==> src/rtl/enigma_uart_pkg.sv <==
// Shared definitions for the UART frame monitor: parity modes, FSM states,
// and the default bit period for the 12 MHz system clock.
package enigma_uart_pkg;

    localparam int PAR_NONE = 0;
    localparam int PAR_EVEN = 1;
    localparam int PAR_ODD  = 2;

    // 12 MHz / 115200 baud, truncated
    localparam int DEFAULT_CLKS_PER_BIT = 12_000_000 / 115_200;

    typedef enum logic [2:0] {
        ST_BREAK_WAIT,
        ST_IDLE,
        ST_START,
        ST_DATA,
        ST_PARITY,
        ST_STOP,
        ST_COMMIT
    } uart_mon_state_t;

endpackage

==> src/rtl/uart_mon_fifo.sv <==
// Synchronous first-word-fall-through FIFO with same-cycle push/pop and an
// occupancy count. The head reads as zero while empty.
module uart_mon_fifo #(
    parameter int WIDTH = 8,
    parameter int DEPTH = 16
) (
    input  logic                   clk,
    input  logic                   rst,
    input  logic                   push,
    input  logic [WIDTH-1:0]       wr_data,
    input  logic                   pop,
    output logic [WIDTH-1:0]       rd_data,
    output logic                   empty,
    output logic                   full,
    output logic [$clog2(DEPTH):0] count
);

    localparam int AW = $clog2(DEPTH);

    logic [WIDTH-1:0] mem [DEPTH];
    logic [AW-1:0]    wr_ptr;
    logic [AW-1:0]    rd_ptr;
    logic             do_push;
    logic             do_pop;

    assign empty   = (count == '0);
    assign full    = (count == (AW+1)'(DEPTH));
    assign do_pop  = pop && !empty;
    // a pop on a full FIFO frees the slot for a same-cycle push
    assign do_push = push && (!full || do_pop);
    assign rd_data = empty ? '0 : mem[rd_ptr];

    always_ff @(posedge clk) begin
        if (do_push) begin
            mem[wr_ptr] <= wr_data;
        end
    end

    always_ff @(posedge clk) begin
        if (rst) begin
            wr_ptr <= '0;
            rd_ptr <= '0;
            count  <= '0;
        end else begin
            if (do_push) begin
                wr_ptr <= wr_ptr + 1'b1;
            end
            if (do_pop) begin
                rd_ptr <= rd_ptr + 1'b1;
            end
            case ({do_push, do_pop})
                2'b10:   count <= count + 1'b1;
                2'b01:   count <= count - 1'b1;
                default: ;
            endcase
        end
    end

endmodule

==> src/rtl/uart_frame_monitor.sv <==
// UART line monitor: deserialises line_in into a FWFT FIFO and flags/counts
// framing, parity and overflow errors.
module uart_frame_monitor
    import enigma_uart_pkg::*;
#(
    parameter int CLKS_PER_BIT = DEFAULT_CLKS_PER_BIT,
    parameter int DATA_BITS    = 8,
    parameter int PARITY       = PAR_NONE,
    parameter int STOP_BITS    = 1,
    parameter int DEPTH        = 16
) (
    input  logic                   clk,
    input  logic                   rst,
    input  logic                   enable,
    input  logic                   line_in,
    input  logic                   rd_en,
    input  logic                   clear_errors,
    output logic [DATA_BITS-1:0]   rd_data,
    output logic                   rd_valid,
    output logic [$clog2(DEPTH):0] count,
    output logic                   busy,
    output logic                   frame_err,
    output logic                   parity_err,
    output logic                   overflow,
    output logic [15:0]            err_count
);

    localparam int CW = $clog2(CLKS_PER_BIT);
    localparam logic [CW-1:0] HALF_LOAD = CW'(CLKS_PER_BIT / 2 - 1);
    localparam logic [CW-1:0] BIT_LOAD  = CW'(CLKS_PER_BIT - 1);
    localparam logic [3:0]    DATA_LAST = 4'(DATA_BITS - 1);
    localparam logic [3:0]    STOP_LAST = 4'(STOP_BITS - 1);

    logic                 sync1, sync2, sync_d;
    logic [1:0]           settle;
    uart_mon_state_t      state;
    logic [CW-1:0]        bit_cnt;
    logic [3:0]           bit_idx;
    logic [DATA_BITS-1:0] shreg;
    logic                 par_bit;
    logic                 tick, start_edge, parity_bad;
    logic                 push, fifo_full, fifo_empty;

    // settle gates BREAK_WAIT until the synchroniser has flushed its reset ones,
    // so a line held low through reset cannot look like a start edge
    always_ff @(posedge clk) begin
        if (rst) begin
            sync1  <= 1'b1;
            sync2  <= 1'b1;
            sync_d <= 1'b1;
            settle <= '0;
        end else begin
            sync1  <= line_in;
            sync2  <= sync1;
            sync_d <= sync2;
            if (settle != 2'd2) begin
                settle <= settle + 2'd1;
            end
        end
    end

    assign tick       = (bit_cnt == '0);
    assign start_edge = sync_d && !sync2;
    assign parity_bad = (PARITY != PAR_NONE) && ((^shreg ^ par_bit) != (PARITY == PAR_ODD));
    assign push       = (state == ST_COMMIT) && enable && !parity_bad && (!fifo_full || rd_en);
    assign rd_valid   = !fifo_empty;

    always_ff @(posedge clk) begin
        if (rst) begin
            state      <= ST_BREAK_WAIT;
            busy       <= 1'b0;
            frame_err  <= 1'b0;
            parity_err <= 1'b0;
            overflow   <= 1'b0;
            bit_cnt    <= '0;
            bit_idx    <= '0;
            shreg      <= '0;
            par_bit    <= 1'b0;
        end else begin
            frame_err  <= 1'b0;
            parity_err <= 1'b0;
            overflow   <= 1'b0;
            if (busy && !enable) begin
                state <= ST_IDLE;
                busy  <= 1'b0;
            end else begin
                case (state)
                    ST_BREAK_WAIT: if (settle == 2'd2 && sync2) state <= ST_IDLE;
                    ST_IDLE: begin
                        if (enable && start_edge) begin
                            state   <= ST_START;
                            busy    <= 1'b1;
                            bit_cnt <= HALF_LOAD;
                        end
                    end
                    ST_START: begin
                        if (!tick) begin
                            bit_cnt <= bit_cnt - 1'b1;
                        end else if (sync2) begin
                            state <= ST_IDLE;
                            busy  <= 1'b0;
                        end else begin
                            state   <= ST_DATA;
                            bit_cnt <= BIT_LOAD;
                            bit_idx <= '0;
                        end
                    end
                    ST_DATA: begin
                        if (!tick) begin
                            bit_cnt <= bit_cnt - 1'b1;
                        end else begin
                            shreg   <= {sync2, shreg[DATA_BITS-1:1]};
                            bit_cnt <= BIT_LOAD;
                            if (bit_idx == DATA_LAST) begin
                                bit_idx <= '0;
                                state   <= (PARITY != PAR_NONE) ? ST_PARITY : ST_STOP;
                            end else begin
                                bit_idx <= bit_idx + 4'd1;
                            end
                        end
                    end
                    ST_PARITY: begin
                        if (!tick) begin
                            bit_cnt <= bit_cnt - 1'b1;
                        end else begin
                            par_bit <= sync2;
                            bit_cnt <= BIT_LOAD;
                            state   <= ST_STOP;
                        end
                    end
                    ST_STOP: begin
                        if (!tick) begin
                            bit_cnt <= bit_cnt - 1'b1;
                        end else if (!sync2) begin
                            frame_err <= 1'b1;
                            state     <= ST_BREAK_WAIT;
                            busy      <= 1'b0;
                        end else if (bit_idx == STOP_LAST) begin
                            state <= ST_COMMIT;
                        end else begin
                            bit_idx <= bit_idx + 4'd1;
                            bit_cnt <= BIT_LOAD;
                        end
                    end
                    ST_COMMIT: begin
                        parity_err <= parity_bad;
                        overflow   <= !parity_bad && fifo_full && !rd_en;
                        state      <= ST_IDLE;
                        busy       <= 1'b0;
                    end
                    default: begin
                        state <= ST_BREAK_WAIT;
                        busy  <= 1'b0;
                    end
                endcase
            end
        end
    end

    always_ff @(posedge clk) begin
        if (rst || clear_errors) begin
            err_count <= '0;
        end else if ((frame_err || parity_err || overflow) && err_count != '1) begin
            err_count <= err_count + 16'd1;
        end
    end

    uart_mon_fifo #(
        .WIDTH (DATA_BITS),
        .DEPTH (DEPTH)
    ) u_fifo (
        .clk     (clk),
        .rst     (rst),
        .push    (push),
        .wr_data (shreg),
        .pop     (rd_en),
        .rd_data (rd_data),
        .empty   (fifo_empty),
        .full    (fifo_full),
        .count   (count)
    );

endmodule

==> config.mk <==
export PLATFORM = sky130hd
export DESIGN_NAME = uart_frame_monitor
export DESIGN_NICKNAME = d
export VERILOG_FILES = /design/src/rtl/enigma_uart_pkg.sv /design/src/rtl/uart_mon_fifo.sv /design/src/rtl/uart_frame_monitor.sv
export SDC_FILE = /design/constraint.sdc
export NUM_CORES = 1
export LEC_CHECK = 0
export CELL_PAD_IN_SITES_DETAIL_PLACEMENT = 0
export CELL_PAD_IN_SITES_GLOBAL_PLACEMENT = 1
export CORE_UTILIZATION = 53
export CTS_CLUSTER_DIAMETER = 80
export DETAILED_ROUTE_END_ITERATION = 6
export DONT_BUFFER_PORTS = 1
export PLACE_DENSITY = 0.85
export SLEW_MARGIN = 10
export SYNTH_ARGS = -nofsm -noshare
export SYNTH_HDL_FRONTEND = slang
export SYNTH_SLANG_ARGS = --single-unit
==> constraint.sdc <==
create_clock -name clk -period 3.18 [get_ports clk]
set_input_delay 0.159 -clock clk [delete_from_list [all_inputs] [get_ports clk]]
set_output_delay 0.159 -clock clk [all_outputs]
set_load 0.02 [all_outputs]
==> results.txt, run 1 <==
Run status = complete, no violations
Type of element capturing the critical path = flop
Routed len/inst = 19.4 microns
Core outline area = 15300 sq um
Fin Hold WS = 40.0 ps
TritonRoute pass-1 iters = 4
GP Congestion = 0.824
Avg Inst Size Synth = 13.6 sq um
Worst Path Required = 3520 ps
Post-DP Area = 8560 sq um
Flop-to-flop setup slack = 320 ps
Number of nets in the finished design = 638
Wire length of the first global-routing pass = 26.1 mm
Sum of net half-perimeters after detailed placement = 10.7 mm
Final standard cell utilization of the core = 60.4%
Maximum clock frequency = 349 MHz
Yosys top cell area share = 46.3%
Unrepaired setup endpoints after global routing = false
CTS sink count = 191
Number of distinct library cells after synthesis = 63
Clock tree skew after final layout = 8.88 ps
Max-slew violation total from the final report = 0
Actual slew at the worst max-slew pin = 926 ps
Gr usage total = 21.2%
Non-filler instance count after layout = 842
Fin. Hold Viols = 0
Layout cell share with drive strength beyond 1 = 14.9%
Maximum buffer depth of the clock tree = 2
Remaining global-route overflow = 0
Total setup buffers inserted after CTS = 0
Total via count after detailed routing = 5052
Type of the setup path with the least slack = flop to flop
Share of flip-flops with an asynchronous set or reset after synthesis = 0%
Insertion delay of the later-clocked pin in the worst-skew pair = 420 ps
Register bit count reported by yosys = 191
Final-report setup violation count = 0
Crit path capture = u_fifo.count[3]
Clock tree root buffer cell = sky130_fd_sc_hd__clkbuf_16
Design Area, Final = 9210 sq um
Number of enable-type register cells in the synthesized netlist = 128
Number of cells on the worst reg-to-reg path = 9
I/O pin total = 40
Largest net degree at the start of global routing = 45
Top flip-flop cell by instance count after synthesis = sky130_fd_sc_hd__edfxtp_1
FP Rows = 45
Synthesized net count = 630
Count of max-cap constraint violations = 0
Synthesized instance count = 610
Via count of the first global-routing pass = 5107
Worst path slowest cell = sky130_fd_sc_hd__or4_1
Routed vias/inst = 6.00
TritonCTS Buffers = 17
Initial Utilization = 54.5%
Critical register-to-register path endpoint = u_fifo.count[3]
Total wirelength of the detailed-routed design = 16.3 mm
Remaining design rule violation count = 0
Slowest cell delay on critical path = 600 ps
Die Footprint = 16200 sq um
Crit path max-delay family = simple AND/OR/NAND/NOR gates
Total of warnings raised by yosys = 0
Maximum level of the CTS H-tree = 4
Dpl cells = 806
Reg clk slew, reported paths = 70 ps
Antenna Violating Nets Remaining = 0
Largest driver fanout on the critical path = 10
Critical Path Source = u_fifo.count[1]
Power per unit of standard cell area = 538 nW/um^2
TritonCTS clock tree = done
Pleak = 3.08 nW
Sequential-to-total area share from yosys stat = 61.4%
Data arrival time of the critical path = 3200 ps
Filler Cell Count = 1172
Chip height = 127 microns
Count leader, synth = sky130_fd_sc_hd__edfxtp_1
Area growth from synthesis to final layout = 10.8%
Total Neg Setup Slack = 0 ps
Worst VDD drop = 0.395 mV
IO buf count = 0
Buffer and inverter count on the worst path = 2
Type of the most critical hold path = input port to flop
Die span in x = 127 microns
Launch instance of the worst register-to-register path = u_fifo.count[1]
Kind of start point of the critical path = flop
Netlist Area Pre-Place = 8310 sq um
Final Cycle Share = 90.1%
Antenna violations before repair = 0
Critical path depth in cells = 9
Cell types with the largest area share after synthesis = sky130_fd_sc_hd__edfxtp_1, sky130_fd_sc_hd__dfxtp_1, sky130_fd_sc_hd__mux4_2
Period minus WS final = 2860 ps
Launch instance of the worst min-delay path = rst
Number of DRC violations after detailed-routing iteration 0 = 361
Worst slew margin relative to its limit = 38.2%
Diodes inserted = 0
Cells traversed along the worst timing path = or4_1 -> o21ai_1 -> inv_1 -> ha_1 -> ha_1 -> inv_1 -> or3_1 -> a221o_1 -> o221ai_1
Most frequent cells after synthesis = sky130_fd_sc_hd__edfxtp_1, sky130_fd_sc_hd__dfxtp_1, sky130_fd_sc_hd__nor2_1
Area leader, netlist = sky130_fd_sc_hd__edfxtp_1
-- metrics by stage --
stage                     worst slack, ps  total power, mW
after CTS                             326             4.99
final                                 316             4.95
after global routing                  150             5.10
after detailed placement              341             2.87
after global placement                429             2.86
after floorplan                       198             2.84
-- worst register-to-register path, cell delays in order, from the launching register on --
cell and delay [ps]:
sky130_fd_sc_hd__dfxtp_1 460, sky130_fd_sc_hd__or4_1 600, sky130_fd_sc_hd__o21ai_1 170, sky130_fd_sc_hd__inv_1 80, sky130_fd_sc_hd__ha_1 330, sky130_fd_sc_hd__ha_1 390
sky130_fd_sc_hd__inv_1 70, sky130_fd_sc_hd__or3_1 340, sky130_fd_sc_hd__a221o_1 270, sky130_fd_sc_hd__o221ai_1 70
-- flip-flops by register name (all words and copies together), names as in the netlist, named ones only --
signal	flops
u_fifo.rd_ptr	4
busy	1
frame_err	1
settle	2
u_fifo.wr_ptr	4
u_fifo.mem	128
bit_idx	4
sync2	1
sync_d	1
sync1	1
bit_cnt	7
u_fifo.count	5
state	3
overflow	1
err_count	16
shreg	8
-- report_power, final --
group	leakage (nW)	switching, mW	internal, mW
clock	0.282	0.884	1.24
sequential	1.84	0.0360	2.64
combinational	0.963	0.0969	0.0627
total	3.08	1.02	3.94
-- final cells by class --
class	count	area [sq um]	share of cell area, %
multi-input cells	367	3000	32.5
inverters	21	78.8	0.856
well taps	211	264	2.87
flip-flops and latches	191	5110	55.4
clock inverters	14	165	1.79
clock buffers	18	429	4.66
repair buffers	20	170	1.85
-- kinds of logic after synthesis --
logic type               Yosys count  share of synthesized area [%]
multiplexers                      64                           12.5
AND/OR/NAND/NOR                  178                           12.1
AO/OA/AOI/OAI                     99                           7.99
adder cells (fa/ha/maj)           14                           2.11
XOR/XNOR                          11                           1.25
other                              1                         0.0451
buffers and inverters             52                           2.53
flip-flops                       191                           61.4
-- cells in the final DEF, fill, tap and decap left out, types with 6 or more instances in the layout --
cell type,instances
sky130_fd_sc_hd__nand4b_1,7
sky130_fd_sc_hd__o21ai_0,11
sky130_fd_sc_hd__mux2i_1,32
sky130_fd_sc_hd__clkbuf_16,17
sky130_fd_sc_hd__a31oi_1,8
sky130_fd_sc_hd__or2_2,8
sky130_fd_sc_hd__o22ai_1,10
sky130_fd_sc_hd__nand4_1,9
sky130_fd_sc_hd__or4_1,6
sky130_fd_sc_hd__ha_1,14
sky130_fd_sc_hd__nand2_1,31
sky130_fd_sc_hd__o31ai_1,6
sky130_fd_sc_hd__dfxtp_1,62
sky130_fd_sc_hd__or3_1,10
sky130_fd_sc_hd__nor2_1,38
sky130_fd_sc_hd__nand3_1,16
sky130_fd_sc_hd__xor2_1,6
sky130_fd_sc_hd__mux4_2,32
sky130_fd_sc_hd__buf_4,16
sky130_fd_sc_hd__edfxtp_1,128
sky130_fd_sc_hd__nor3_1,10
sky130_fd_sc_hd__a211oi_1,8
sky130_fd_sc_hd__nand2b_1,7
sky130_fd_sc_hd__inv_1,21
sky130_fd_sc_hd__a21oi_1,26
-- timing repair --
| item | 4_1_cts | 5_1_grt |
|---|---|---|
| gates resized for setup | 0 | 0 |
| hold endpoints to repair | 45 | 0 |
| hold buffers | 4 | 0 |
-- layer usage --
metal / GRT usage [%] / vias up / routed length [microns]
met1: 26.9 / 2495 / 7010
met5: 0 / - / 0
met4: 7.42 / 0 / 229
li1: - / 2396 / -
met2: 35.8 / 140 / 8150
met3: 5.23 / 21 / 927
-- worst min-delay path by stage --
stage                 endpoint  slack (ps)  depth (start not counted)
6_report       u_fifo.count[4]          40                          3
5_1_grt        u_fifo.count[2]          40                          2
4_1_cts        u_fifo.count[4]          20                          3
3_5_place_dp              flop         230                          1
3_3_place_gp              flop         230                          1
2_1_floorplan            sync1         260                          1
Power figures use the tool's default switching activity.
==> run 2, diff against run 1 <==
--- a/config.mk
+++ b/config.mk
@@ -10,4 +10,5 @@
 export CORE_UTILIZATION = 53
 export CTS_CLUSTER_DIAMETER = 80
+export CTS_CLUSTER_SIZE = 8
 export DETAILED_ROUTE_END_ITERATION = 6
 export DONT_BUFFER_PORTS = 1
==> constraint.sdc (replaced) <==
create_clock -name clk -period 3.18 [get_ports clk]
set_input_delay 0.318 -clock clk [delete_from_list [all_inputs] [get_ports clk]]
set_output_delay 0.318 -clock clk [all_outputs]
set_load 0.02 [all_outputs]
==> results.txt, run 2 (synthesis results as in run 1) <==
Fin. Hold Viols = 0
Launch instance of the worst register-to-register path = u_fifo.count[0]
Total wirelength of the detailed-routed design = 16.3 mm
Met1 global-route usage = 27.6%
Total setup buffers inserted after CTS = 0
Diodes inserted = 0
Power per unit of standard cell area = 551 nW/um^2
IO buf count = 0
Type of the setup path with the least slack = flop to output port
Resized cells post-CTS = 0
Global Route met2 Usage = 35.3%
Relative contribution of the clock network to total power = 44.7%
GP Congestion = 0.826
Filler Cell Count = 1169
Flop pwr share = 52.3%
Total Neg Setup Slack = 0 ps
Area growth from synthesis to final layout = 11.7%
Insertion delay of the later-clocked pin in the worst-skew pair = 430 ps
Most common cell after layout, fill and taps aside = sky130_fd_sc_hd__edfxtp_1
Largest net degree at the start of global routing = 36
Core outline area = 15300 sq um
Routed vias/inst = 6.11
Switch share = 20.0%
Worst Hold End = bit_cnt[0]
Commonest cells after routing, fill and taps aside = sky130_fd_sc_hd__edfxtp_1, sky130_fd_sc_hd__dfxtp_1, sky130_fd_sc_hd__nor2_1
Met3 track demand over resource in global routing = 5.90%
Wire length of the first global-routing pass = 26.3 mm
Total via count after detailed routing = 5162
Final Cycle Share = 90.3%
Clock tree root buffer cell = sky130_fd_sc_hd__clkbuf_16
Antenna Violating Nets Remaining = 0
Final-report setup violation count = 0
TritonCTS clock tree = done
Period minus WS final = 2870 ps
Remaining global-route overflow = 0
Combinational share of power = 3.0%
Flop-to-flop setup slack = 340 ps
Critical register-to-register path endpoint = u_fifo.count[3]
Worst slew margin relative to its limit = 41.8%
Clock tree skew after final layout = 9.58 ps
Hold path cells = 2
Type of the most critical hold path = input port to flop
Antenna violations before repair = 0
Largest driver fanout on the critical path = 11
Number of flip-flops in the largest register = 128
Run status = complete, no violations
Final standard cell utilization of the core = 60.9%
Biggest regs = u_fifo.mem x128, err_count x16, shreg x8
Reg clk slew, reported paths = 60 ps
Remaining design rule violation count = 0
Final worst slack = 310 ps
Via count of the first global-routing pass = 5114
Routed len/inst = 19.3 microns
Number of DRC violations after detailed-routing iteration 0 = 386
Data arrival time of the critical path = 2550 ps
TritonCTS Buffers = 17
Maximum clock frequency = 348 MHz
Largest register by flop count = u_fifo.mem
Initial Utilization = 54.5%
Die Footprint = 16200 sq um
Maximum level of the CTS H-tree = 4
Die span in x = 127 microns
Actual slew at the worst max-slew pin = 872 ps
Fin Hold WS = 31.7 ps
Unrepaired setup endpoints after global routing = false
Launch instance of the worst min-delay path = rst
Switching power = 1.02 mW
Hold bufs inserted after CTS = 2
Maximum buffer depth of the clock tree = 2
Type of element capturing the critical path = output port
Worst VDD drop = 0.401 mV
TritonRoute pass-1 iters = 5
Layout cell share with drive strength beyond 1 = 15.6%
Chip height = 127 microns
I/O pin total = 40
Worst Path Required = 2860 ps
Gr usage total = 21.7%
Pint = 4.09 mW
Count of max-cap constraint violations = 0
Max-slew violation total from the final report = 0
FP Rows = 45
Most utilized layer in the global route result = met2
Worst Setup Slack post-DPL = 358 ps
Number of cells on the worst reg-to-reg path = 9
Kind of start point of the critical path = flop
Number of nets in the finished design = 641
Pleak = 3.11 nW
CTS sink count = 191
Sum of net half-perimeters after detailed placement = 10.4 mm
[run 2: changes by cell type in the layout (fill, tap and decap cells not counted), moves of 2 or more]
cell and change:
sky130_fd_sc_hd__clkinvlp_4 +2, sky130_fd_sc_hd__dlygate4sd3_1 -2, sky130_fd_sc_hd__buf_4 +4, sky130_fd_sc_hd__clkinv_2 -2, sky130_fd_sc_hd__bufinv_16 +2, sky130_fd_sc_hd__clkinv_4 -2
[run 2: routing by layer]
metal	part of all wire (%)	wire length, microns	vias to the layer above
li1	-	-	2398
met1	44	7130	2568
met2	48	7880	163
met3	5.8	937	33
met4	2.1	336	0
met5	0	0	-
[run 2: critical path, stage by stage, from the launching register on]
cell and delay (ps):
sky130_fd_sc_hd__dfxtp_1 630, sky130_fd_sc_hd__nor4_1 100, sky130_fd_sc_hd__buf_4 170, sky130_fd_sc_hd__nand2b_1 300
sky130_fd_sc_hd__nand2b_1 320, sky130_fd_sc_hd__o22ai_1 600
[run 2: layout make-up]
class	instances	area [sq um]	area share, %
Clock buffer	18	429	4.62
Clock inverter	14	213	2.29
Inverter	21	78.8	0.849
Multi-Input combinational cell	367	3000	32.3
Sequential cell	191	5110	55.0
Tap cell	211	264	2.84
Timing Repair Buffer	23	200	2.16
[run 2: stage by stage]
step / cells / cell area, sq um / power (mW)
after CTS: 845 / 9290 / 5.16
after global routing: 845 / 9290 / 5.27
after global placement: 811 / 8610 / 2.86
final: 845 / 9290 / 5.12
after floorplan: 610 / 8310 / 2.84
after detailed placement: 811 / 8610 / 2.87
[run 2: worst max path at each step]
stage / depth (start not counted) / start / endpoint / slack, ps
6_report: 5 / u_fifo.count[2] / rd_data[2] / 310
5_1_grt: 10 / u_fifo.count[0] / u_fifo.count[2] / 120
4_1_cts: 5 / u_fifo.count[2] / rd_data[7] / 310
3_5_place_dp: 10 / u_fifo.count[0] / u_fifo.count[4] / 360
3_3_place_gp: 10 / u_fifo.count[0] / u_fifo.count[4] / 460
2_1_floorplan: 12 / u_fifo.count[1] / u_fifo.count[2] / 200
[run 2: power groups by stage]
stage	sequential (mW)	combinational [mW]	clock [mW]
after global routing	2.68	0.178	2.41
after floorplan	2.71	0.135	0
final	2.68	0.155	2.29
after CTS	2.67	0.156	2.33
after global placement	2.73	0.135	0
after detailed placement	2.73	0.143	0
